## src/rtl/i2c_bus_arbiter.sv

```systemverilog
// i2c_bus_arbiter
// Shares a single i2c_master between NUM_REQ requesters. Requests are granted
// round-robin, one transaction at a time. A NACKed transaction is re-issued up
// to MAX_RETRIES times before the error is returned. A watchdog aborts a
// transaction that never completes. Every master-facing and requester-facing
// output is registered.
module i2c_bus_arbiter #(
   parameter  int NUM_REQ        = 2,
   parameter  int MAX_BYTES      = 3,
   parameter  int MAX_RETRIES    = 2,
   parameter  int GAP_CYCLES     = 100,
   parameter  int TIMEOUT_CYCLES = 200000,
   localparam int BW             = $clog2(MAX_BYTES + 1)
) (
   input  logic                           clk,
   input  logic                           reset,
   // requester side
   input  logic [NUM_REQ-1:0]             req,
   input  logic [NUM_REQ-1:0]             req_rd_nwr,
   input  logic [NUM_REQ*7-1:0]           req_addr,
   input  logic [NUM_REQ*8*MAX_BYTES-1:0] req_din,
   input  logic [NUM_REQ*BW-1:0]          req_bytes,
   output logic [NUM_REQ-1:0]             grant,
   output logic [NUM_REQ-1:0]             rsp_valid,
   output logic                           rsp_error,
   output logic                           rsp_timeout,
   output logic [8*MAX_BYTES-1:0]         rsp_dout,
   // i2c_master side
   output logic                           m_start,
   output logic                           m_rd_nwr,
   output logic [6:0]                     m_slave_addr,
   output logic [8*MAX_BYTES-1:0]         m_din,
   output logic [BW-1:0]                  m_bytes,
   input  logic [8*MAX_BYTES-1:0]         m_dout,
   input  logic                           m_done,
   input  logic                           m_error,
   output logic                           m_abort
);

   localparam int IW = $clog2(NUM_REQ);
   localparam int TW = $clog2(TIMEOUT_CYCLES + 1);
   localparam int GW = $clog2(GAP_CYCLES + 1);
   localparam int RW = 3;

   localparam logic [IW:0]   NUM_REQ_W  = (IW+1)'(NUM_REQ);
   localparam logic [IW-1:0] LAST_IDX   = IW'(NUM_REQ - 1);
   localparam logic [BW-1:0] MAX_BYTES_W = BW'(MAX_BYTES);
   localparam logic [RW-1:0] MAX_RETRY_W = RW'(MAX_RETRIES);
   localparam logic [TW-1:0] WD_LAST    = TW'(TIMEOUT_CYCLES - 1);
   localparam logic [GW-1:0] GAP_LAST   = GW'(GAP_CYCLES - 1);

   typedef enum logic [2:0] {
      IDLE,
      ISSUE,
      WAIT,
      RESP,
      GAP
   } state_t;

   state_t              state, state_d;
   logic [IW-1:0]       idx, idx_d;
   logic [IW-1:0]       rr_ptr, rr_ptr_d;
   logic [RW-1:0]       retry_cnt, retry_cnt_d;
   logic [TW-1:0]       wd_cnt, wd_cnt_d;
   logic [GW-1:0]       gap_cnt, gap_cnt_d;
   logic                retrying, retrying_d;

   logic [NUM_REQ-1:0]     grant_d, rsp_valid_d;
   logic                   rsp_error_d, rsp_timeout_d;
   logic [8*MAX_BYTES-1:0] rsp_dout_d;
   logic                   m_start_d, m_rd_nwr_d, m_abort_d;
   logic [6:0]             m_slave_addr_d;
   logic [8*MAX_BYTES-1:0] m_din_d;
   logic [BW-1:0]          m_bytes_d;

   // Per-requester views of the packed payload buses.
   logic [6:0]             addr_a  [NUM_REQ];
   logic [8*MAX_BYTES-1:0] din_a   [NUM_REQ];
   logic [BW-1:0]          bytes_a [NUM_REQ];

   for (genvar g = 0; g < NUM_REQ; g++) begin : g_unpack
      assign addr_a[g]  = req_addr[7*g +: 7];
      assign din_a[g]   = req_din[8*MAX_BYTES*g +: 8*MAX_BYTES];
      assign bytes_a[g] = req_bytes[BW*g +: BW];
   end

   logic          pick_found;
   logic [IW-1:0] pick_idx;
   logic          pick_bytes_ok;

   function automatic logic [NUM_REQ-1:0] to_onehot(input logic [IW-1:0] i);
      logic [NUM_REQ-1:0] v;
      v    = '0;
      v[i] = 1'b1;
      return v;
   endfunction

   // Round-robin pick: first pending request at or after rr_ptr, wrapping.
   always_comb begin : p_pick
      logic [IW:0] sum;
      // NOTE: every variable assigned in always_comb gets a default first, so no latch is inferred.
      sum        = '0;
      pick_found = 1'b0;
      pick_idx   = '0;
      for (int k = 0; k < NUM_REQ; k++) begin
         sum = {1'b0, rr_ptr} + (IW+1)'(k);
         if (sum >= NUM_REQ_W) sum = sum - NUM_REQ_W;
         if (!pick_found && req[sum[IW-1:0]]) begin
            pick_found = 1'b1;
            pick_idx   = sum[IW-1:0];
         end
      end
      pick_bytes_ok = (bytes_a[pick_idx] != '0) && (bytes_a[pick_idx] <= MAX_BYTES_W);
   end

   // Next-state and next-output logic.
   always_comb begin : p_next
      state_d        = state;
      idx_d          = idx;
      rr_ptr_d       = rr_ptr;
      retry_cnt_d    = retry_cnt;
      wd_cnt_d       = wd_cnt;
      gap_cnt_d      = gap_cnt;
      retrying_d     = retrying;
      grant_d        = grant;
      rsp_valid_d    = '0;
      rsp_error_d    = 1'b0;
      rsp_timeout_d  = 1'b0;
      rsp_dout_d     = '0;
      m_start_d      = 1'b0;
      m_abort_d      = 1'b0;
      m_rd_nwr_d     = m_rd_nwr;
      m_slave_addr_d = m_slave_addr;
      m_din_d        = m_din;
      m_bytes_d      = m_bytes;

      unique case (state)
         IDLE: begin
            if (pick_found) begin
               idx_d       = pick_idx;
               retry_cnt_d = '0;
               if (pick_bytes_ok) begin
                  grant_d        = to_onehot(pick_idx);
                  m_rd_nwr_d     = req_rd_nwr[pick_idx];
                  m_slave_addr_d = addr_a[pick_idx];
                  m_din_d        = din_a[pick_idx];
                  m_bytes_d      = bytes_a[pick_idx];
                  state_d        = ISSUE;
               end else begin
                  // Illegal byte count: answer at once without touching the master.
                  rsp_valid_d = to_onehot(pick_idx);
                  rsp_error_d = 1'b1;
                  state_d     = RESP;
               end
            end
         end

         ISSUE: begin
            m_start_d = 1'b1;
            wd_cnt_d  = '0;
            state_d   = WAIT;
         end

         WAIT: begin
            // m_done is checked first so a completion on the expiry cycle wins.
            if (m_done) begin
               if (!m_error) begin
                  rsp_valid_d = to_onehot(idx);
                  rsp_dout_d  = m_rd_nwr ? m_dout : '0;
                  state_d     = RESP;
               end else if (retry_cnt < MAX_RETRY_W) begin
                  retry_cnt_d = retry_cnt + 1'b1;
                  retrying_d  = 1'b1;
                  gap_cnt_d   = '0;
                  state_d     = GAP;
               end else begin
                  rsp_valid_d = to_onehot(idx);
                  rsp_error_d = 1'b1;
                  state_d     = RESP;
               end
            end else if (wd_cnt == WD_LAST) begin
               m_abort_d     = 1'b1;
               rsp_valid_d   = to_onehot(idx);
               rsp_error_d   = 1'b1;
               rsp_timeout_d = 1'b1;
               state_d       = RESP;
            end else begin
               wd_cnt_d = wd_cnt + 1'b1;
            end
         end

         RESP: begin
            grant_d    = '0;
            rr_ptr_d   = (idx == LAST_IDX) ? '0 : idx + 1'b1;
            retrying_d = 1'b0;
            gap_cnt_d  = '0;
            state_d    = GAP;
         end

         GAP: begin
            // Idle time lets the master settle back to READY before the next start.
            if (gap_cnt == GAP_LAST) begin
               gap_cnt_d  = '0;
               retrying_d = 1'b0;
               state_d    = retrying ? ISSUE : IDLE;
            end else begin
               gap_cnt_d = gap_cnt + 1'b1;
            end
         end

         default: state_d = IDLE;
      endcase
   end

   // State register.
   always_ff @(posedge clk) begin
      // NOTE: sequential state uses non-blocking assignments so every flop samples pre-edge values.
      if (reset) state <= IDLE;
      else       state <= state_d;
   end

   // Control counters and registered outputs.
   always_ff @(posedge clk) begin
      // NOTE: reset clears every register, so a reset mid-transaction leaves no stale response behind.
      if (reset) begin
         idx          <= '0;
         rr_ptr       <= '0;
         retry_cnt    <= '0;
         wd_cnt       <= '0;
         gap_cnt      <= '0;
         retrying     <= 1'b0;
         grant        <= '0;
         rsp_valid    <= '0;
         rsp_error    <= 1'b0;
         rsp_timeout  <= 1'b0;
         rsp_dout     <= '0;
         m_start      <= 1'b0;
         m_abort      <= 1'b0;
         m_rd_nwr     <= 1'b0;
         m_slave_addr <= '0;
         m_din        <= '0;
         m_bytes      <= '0;
      end else begin
         idx          <= idx_d;
         rr_ptr       <= rr_ptr_d;
         retry_cnt    <= retry_cnt_d;
         wd_cnt       <= wd_cnt_d;
         gap_cnt      <= gap_cnt_d;
         retrying     <= retrying_d;
         grant        <= grant_d;
         rsp_valid    <= rsp_valid_d;
         rsp_error    <= rsp_error_d;
         rsp_timeout  <= rsp_timeout_d;
         rsp_dout     <= rsp_dout_d;
         m_start      <= m_start_d;
         m_abort      <= m_abort_d;
         m_rd_nwr     <= m_rd_nwr_d;
         m_slave_addr <= m_slave_addr_d;
         m_din        <= m_din_d;
         m_bytes      <= m_bytes_d;
      end
   end

endmodule

```

## config.mk

```make
export PLATFORM = sky130hd
export DESIGN_NAME = i2c_bus_arbiter
export DESIGN_NICKNAME = d
export VERILOG_FILES = /design/src/rtl/i2c_bus_arbiter.sv
export SDC_FILE = /design/constraint.sdc
export NUM_CORES = 1
export LEC_CHECK = 0
export BUFFER_PORTS_ARGS = -buffer_cell sky130_fd_sc_hd__buf_2
export CAP_MARGIN = 20
export CORE_ASPECT_RATIO = 1.2
export CORE_MARGIN = 2
export CORE_UTILIZATION = 34
export CTS_CLUSTER_DIAMETER = 30
export DETAILED_ROUTE_END_ITERATION = 8
export PLACE_DENSITY = 0.64
export SETUP_SLACK_MARGIN = 0.15
export SLEW_MARGIN = 20
export SYNTH_ARGS = -nofsm -noshare
export SYNTH_HDL_FRONTEND = slang
export SYNTH_SLANG_ARGS = --single-unit
```

## constraint.sdc

```tcl
create_clock -name clk -period 5.42 [get_ports clk]
set_input_delay 0 -clock clk [delete_from_list [all_inputs] [get_ports clk]]
set_output_delay 0 -clock clk [all_outputs]
set_load 0.005 [all_outputs]
```

### Yosys cells after proc, flatten, opt, wreduce, memory -nomap -nowiden

Cells that the tools add are included.

| storage, ports and cells | value |
|---|---|
| output and inout port bits | 66 |
| word-level logic and storage cells | 146 |
| register bits after elaboration | 99 |
| input port bits | 98 |

| operators by class | value |
|---|---|
| $lt $le $gt $ge | 11 |
| equal/unequal tests | 15 |
| reduce and logical (&&, ||, !) cells | 21 |
| bitwise gates (word level) | 4 |
| mux-type cells | 71 |
| add/sub/neg operators | 7 |

Operators with widths:

| operator | number |
|---|---|
| $mux 24 | 3 |
| $mux 7 | 7 |
| $mux 18 | 2 |
| $pmux 18 s2 | 1 |
| $mux 3 | 10 |
| $mux 1 | 27 |
| $mux 2 | 12 |
| $pmux 7 s3 | 1 |
| $add 18x1->18 const B | 1 |
| $eq 18x18->1 const B | 1 |
| $ne 2x2->1 const B | 8 |
| $pmux 3 s5 | 1 |
| $reduce_and 3->1 | 4 |
| $reduce_and 5->1 | 2 |
| $lt 1x2->1 const B | 4 |
| $pmux 2 s2 | 2 |
| $reduce_bool 2->1 | 4 |
| $add 7x1->7 const B | 1 |
| $eq 7x7->1 const B | 1 |
| $eq 3x2->1 const B | 2 |
| $pmux 3 s2 | 1 |
| $reduce_or 5->1 | 1 |
| $ge 2x2->1 const B | 2 |
| $logic_and 1x1->1 | 4 |
| other kinds (22) | 27 |

### Logic depth before layout (Yosys ltp)

| logic depth | value |
|---|---|
| word-level depth | 17 |
| gate-level depth with buffers | 8 |
| gate-level depth less buffers | 6 |

### Least setup slack after synthesis

Ideal clock, no wire load.

| path | value |
|---|---|
| kind | reg-to-reg |
| from | reg state[0] |
| to | reg wd_cnt[7] |
| cell stages (with the launch flop) | 6 |
| setup time | 71 ps |
| required time | 5,349 ps |
| arrival time | 1,679 ps |
| setup slack | 3,670 ps |
| path buffers | 0 |
| period minus slack after synthesis | 1,750 ps |
| path through | dfxtp_1 or4b_4 nand2_2 o21ai_2 or4_1 a21oi_1 |

| on the way | value |
|---|---|
| word-level cells in the longest chain between the ends | 3 |
| elaborated cells on any way between the ends | 7 |
| those cells by class | eq/ne: 4; mux: 1; reduce/logical: 2 |

RTL lines:

| element | line | source |
|---|---|---|
| start, declared | 60 | `state_t state, state_d;` |
| start signal, assigned | 219 | `else state <= state_d;` |
| $eq 3x2->1 / $eq 3x1->1 (equally long branches) | 137 | `unique case (state)` |
| $ne 2x2->1 (no line) / $reduce_bool 2->1 (equally long branches) | - |  |
| $reduce_and 3->1 (no line) | - |  |
| end signal, assigned | 247 | `wd_cnt <= wd_cnt_d;` |
| end, declared | 64 | `logic [TW-1:0] wd_cnt, wd_cnt_d;` |

Several ways; a longest one is shown, not always the timed one.
A chain may end at the register's enable or synchronous reset.

### Worst setup path in the final report

| path | value |
|---|---|
| from | reg state[1] |
| to | reg m_slave_addr[1] |

| on the way | value |
|---|---|
| word-level cells in the longest chain between the ends | 2 |

RTL lines:

| element | line | source |
|---|---|---|
| $logic_not 3->1 | 137 |  |
| $reduce_and 3->1 (no line) | - |  |
| end signal, assigned | 258 | `m_slave_addr <= m_slave_addr_d;` |
| end, declared | 31 | `output logic [6:0] m_slave_addr,` |

Every way passes these cells.

==> reports/qor.yml <==
global_route:
  grt.total_usage_pct: 18.6
  globalRoute.totalOverflow: 0
  antenna_found_initial: 0
  grt_pass1_vias: 4321
  grt_pass1_wl_um: 20300
  grt_start_max_net_pins: 68
power:
  p_seq_share_pct: 41.1
  power.leakage_nw: 2.81
  clock_power_share_pct: 34.2
  p_comb_share_pct: 24.7
  power_density_nw_per_um2: 327
  irDropWorstVdd_uv: 160
  sw_frac_of_total_pct: 28.7
  p_switching_w: 0.000599
  p_int_w: 0.00148
sta:
  fmax_mhz: 354
  rsz0062_at_grt: "no"
  finalHoldViolations: 0
  drv_slew: 0
  tightest_slew_ns: 1.00
  maxSlewHeadroom_pct: 33.2
  setup_viol: 0
  fin_worst_skew_ns: 0.0109
  fin_crit_sh_pct: 52.2
  finalSetupTns_ns: 0
  fin_crit_ns: 2.83
placement:
  place_inst: 785
  place_congestion: 0.871
  port_buffers: 163
  dpl-instance-area_um2: 5150
  dp_hpwl_um: 8110
cts:
  clockRootBuffer: "clkbuf_16"
  clock_insertion_delay_worst_skew_ns: 0.34
  clkTransAtPathRegs_ns: 0.07
  cts_tree: "built"
  numCtsBuffers: 9
  htreeDepth: 3
  cts_setup_buffers: 0
  clkSinkCount: 99
  cts_buffer_depth: 2
min_path:
  min_to: "rsp_valid[0]$_SDFF_PP0_"
  hold_depth: 3
  hp-start: "req_bytes[1]"
  hold_path_class: "input port to flop"
final_layout:
  antenna_cells: 0
  fin_area_um2: 6370
  layout_commonest_cell: "buf_2"
  final_util_pct: 52.4
  final.fill_count: 1085
  layout-drive-gt1-share_pct: 27.1
  syn_to_final_growth_pct: 49.3
  stdcell_count: 889
  final_cell_mix: "163 x buf_2, 99 x dfxtp_1, 88 x dlygate4sd3_1, 58 x nor2_1, 51 x nand2_1"
  finalNetCount: 824
synth:
  synth_flop_cell: "dfxtp_1"
  syn_nets: 594
  ys_warn_count: 0
  ys_types: 58
  synthCells: 493
  synthMuxAreaShare_pct: 1.67
  ys_seq_area_share_pct: 46.4
  synthXorXnorAreaFrac_pct: 2.67
  synth-edff-count: 0
  syn-cell-area_um2: 4270
  avgSynthCellArea_um2: 8.66
  ys_async_sr_fraction_pct: 0
  yosys.area_share.adder_pct: 0.879
  synth_seq_cells: 99
  synth_compound_area_share_pct: 16.0
  synth_simple_gate_area_share_pct: 28.3
  synth_top_family_by_area: "simple AND/OR/NAND/NOR gates"
drt:
  drc: 0
  via_per_inst: 5.12
  dr.pass1.iters: 6
  post_drt_wl_per_cell_um: 14.5
  first_iter_violations: 169
  num_vias: 4554
  wl_um: 12900
  antenna_left: 0
floorplanning:
  fp.coreArea_um2: 12200
  start_util_pct: 35.1
  die_x_um: 106
  ios: 164
  core.rowCount: 44
  die_h_um: 127
  die-area_um2: 13500
critical_path:
  crit_type: "flop to flop"
  critical_path.max_fanout: 67
  crit_required_ns: 5.71
  crit_arrival_ns: 3.12
  critPathLaunch: "state[1]$_SDFFE_PP0P_"
  endpoint_kind: "flop"
  rrSetupSlack_ns: 2.59
  r2r_cells: 6
  worstReg2RegEnd: "m_slave_addr[1]$_SDFFE_PP0P_"
  cp-start-kind: "flop"
  timing.rr.start: "state[1]$_SDFFE_PP0P_"
run:
  max_cap_violations: 0
status:
  status: "completed"
## final cells by class
cell class / count / area (µm²) / share of cell area [%]
inverters: 5 / 18.8 / 0.294
multi-input cells: 355 / 2130 / 33.4
well taps: 161 / 201 / 3.16
clock buffers: 10 / 239 / 3.75
clock inverters: 6 / 93.8 / 1.47
flip-flops and latches: 99 / 1980 / 31.1
repair buffers: 253 / 1710 / 26.9
## logic make-up (layout without fill, tap and decap cells)
logic type | count (synthesis) | count (layout)
buffers and inverters | 39 | 274
flip-flops | 99 | 99
XOR/XNOR | 13 | 13
multiplexers | 7 | 7
adder cells (fa/ha/maj) | 3 | 3
AO/OA/AOI/OAI | 94 | 94
AND/OR/NAND/NOR | 238 | 238
## cells in the mapped netlist (3+ instances only)
cell / n / share of area (%)
dfxtp_1: 99 / 46
nor2_1: 58 / 5.1
nand2_1: 51 / 4.5
nand3_1: 43 / 5.0
a311oi_1: 32 / 6.6
and2_1: 30 / 4.4
a21oi_1: 25 / 2.9
clkbuf_1: 22 / 1.9
nor3_1: 12 / 1.4
xnor2_1: 10 / 2.1
buf_2: 9 / 1.1
o21ai_0: 9 / 1.1
nand4_1: 7 / 1.0
or3_1: 7 / 1.0
mux2i_1: 6 / 1.4
inv_1: 5 / 0.44
a211oi_1: 4 / 0.70
and4_1: 4 / 0.82
ha_1: 3 / 0.88
nor2b_1: 3 / 0.44
o2111ai_1: 3 / 0.62
o31ai_1: 3 / 0.53
xor2_1: 3 / 0.62
## state kept, by name, indices dropped and copies added, names as in the netlist
| register | flops |
|---|---|
| m_din | 24 |
| rsp_dout | 24 |
| wd_cnt | 18 |
| gap_cnt | 7 |
| m_slave_addr | 7 |
| retry_cnt | 3 |
| state | 3 |
| grant | 2 |
| m_bytes | 2 |
| rsp_valid | 2 |
| idx | 1 |
| m_abort | 1 |
| m_rd_nwr | 1 |
| m_start | 1 |
| retrying | 1 |
| rr_ptr | 1 |
| rsp_error | 1 |
## how the worst max path moves through the flow
| stage | endpoint | slack (ns) | cells past startpoint |
|---|---|---|---|
| after floorplan | wd_cnt[7]$_SDFFE_PP0P_ | 3.67 | 5 |
| after global placement | grant[0]$_SDFFE_PP0P_ | 2.88 | 5 |
| after detailed placement | m_din[5]$_SDFFE_PP0P_ | 2.82 | 5 |
| after CTS | m_din[5]$_SDFFE_PP0P_ | 2.30 | 6 |
| after global routing | m_din[11]$_SDFFE_PP0P_ | 2.41 | 6 |
| final | m_slave_addr[1]$_SDFFE_PP0P_ | 2.59 | 6 |
## per-stage QoR
step           hold slack [ns]  power [W]  setup slack, ns
6_report                0.0310    0.00208             2.59
5_1_grt                 0.0641    0.00220             2.41
4_1_cts                0.00339    0.00209             2.30
3_5_place_dp             0.203    0.00128             2.82
3_3_place_gp             0.200    0.00127             2.88
2_1_floorplan            0.122    0.00113             3.67
## power groups by stage
stage | Clock [W] | Sequential [W] | Combinational (W)
after floorplan | 0 | 0.000860 | 0.000268
after global placement | 0 | 0.000869 | 0.000397
after detailed placement | 0 | 0.000870 | 0.000407
after CTS | 0.000728 | 0.000855 | 0.000508
after global routing | 0.000759 | 0.000866 | 0.000571
final | 0.000713 | 0.000856 | 0.000515
## worst max-delay path, cell delays in order, from the launching register on
cell and delay (ns):
dfxtp_1 0.44, or3_4 0.46, nor2_4 0.23, o311a_4 0.67, nor2_1 0.09, a311oi_1 0.27, dlygate4sd3_1 0.60
## layer usage
layer | global-route usage [%] | share of wire [%] | routed length, µm
met1 | 20.6 | 39 | 5030
met2 | 32.8 | 50 | 6450
met3 | 5.19 | 8.0 | 1040
met4 | 8.90 | 2.8 | 367
met5 | 0 | 0 | 0
## what timing repair did
item	in CTS	in global routing
hold buffers	88	0
endpoints found under the hold margin	56	0
resized for setup	0	0
Power figures use the tool's default switching activity.
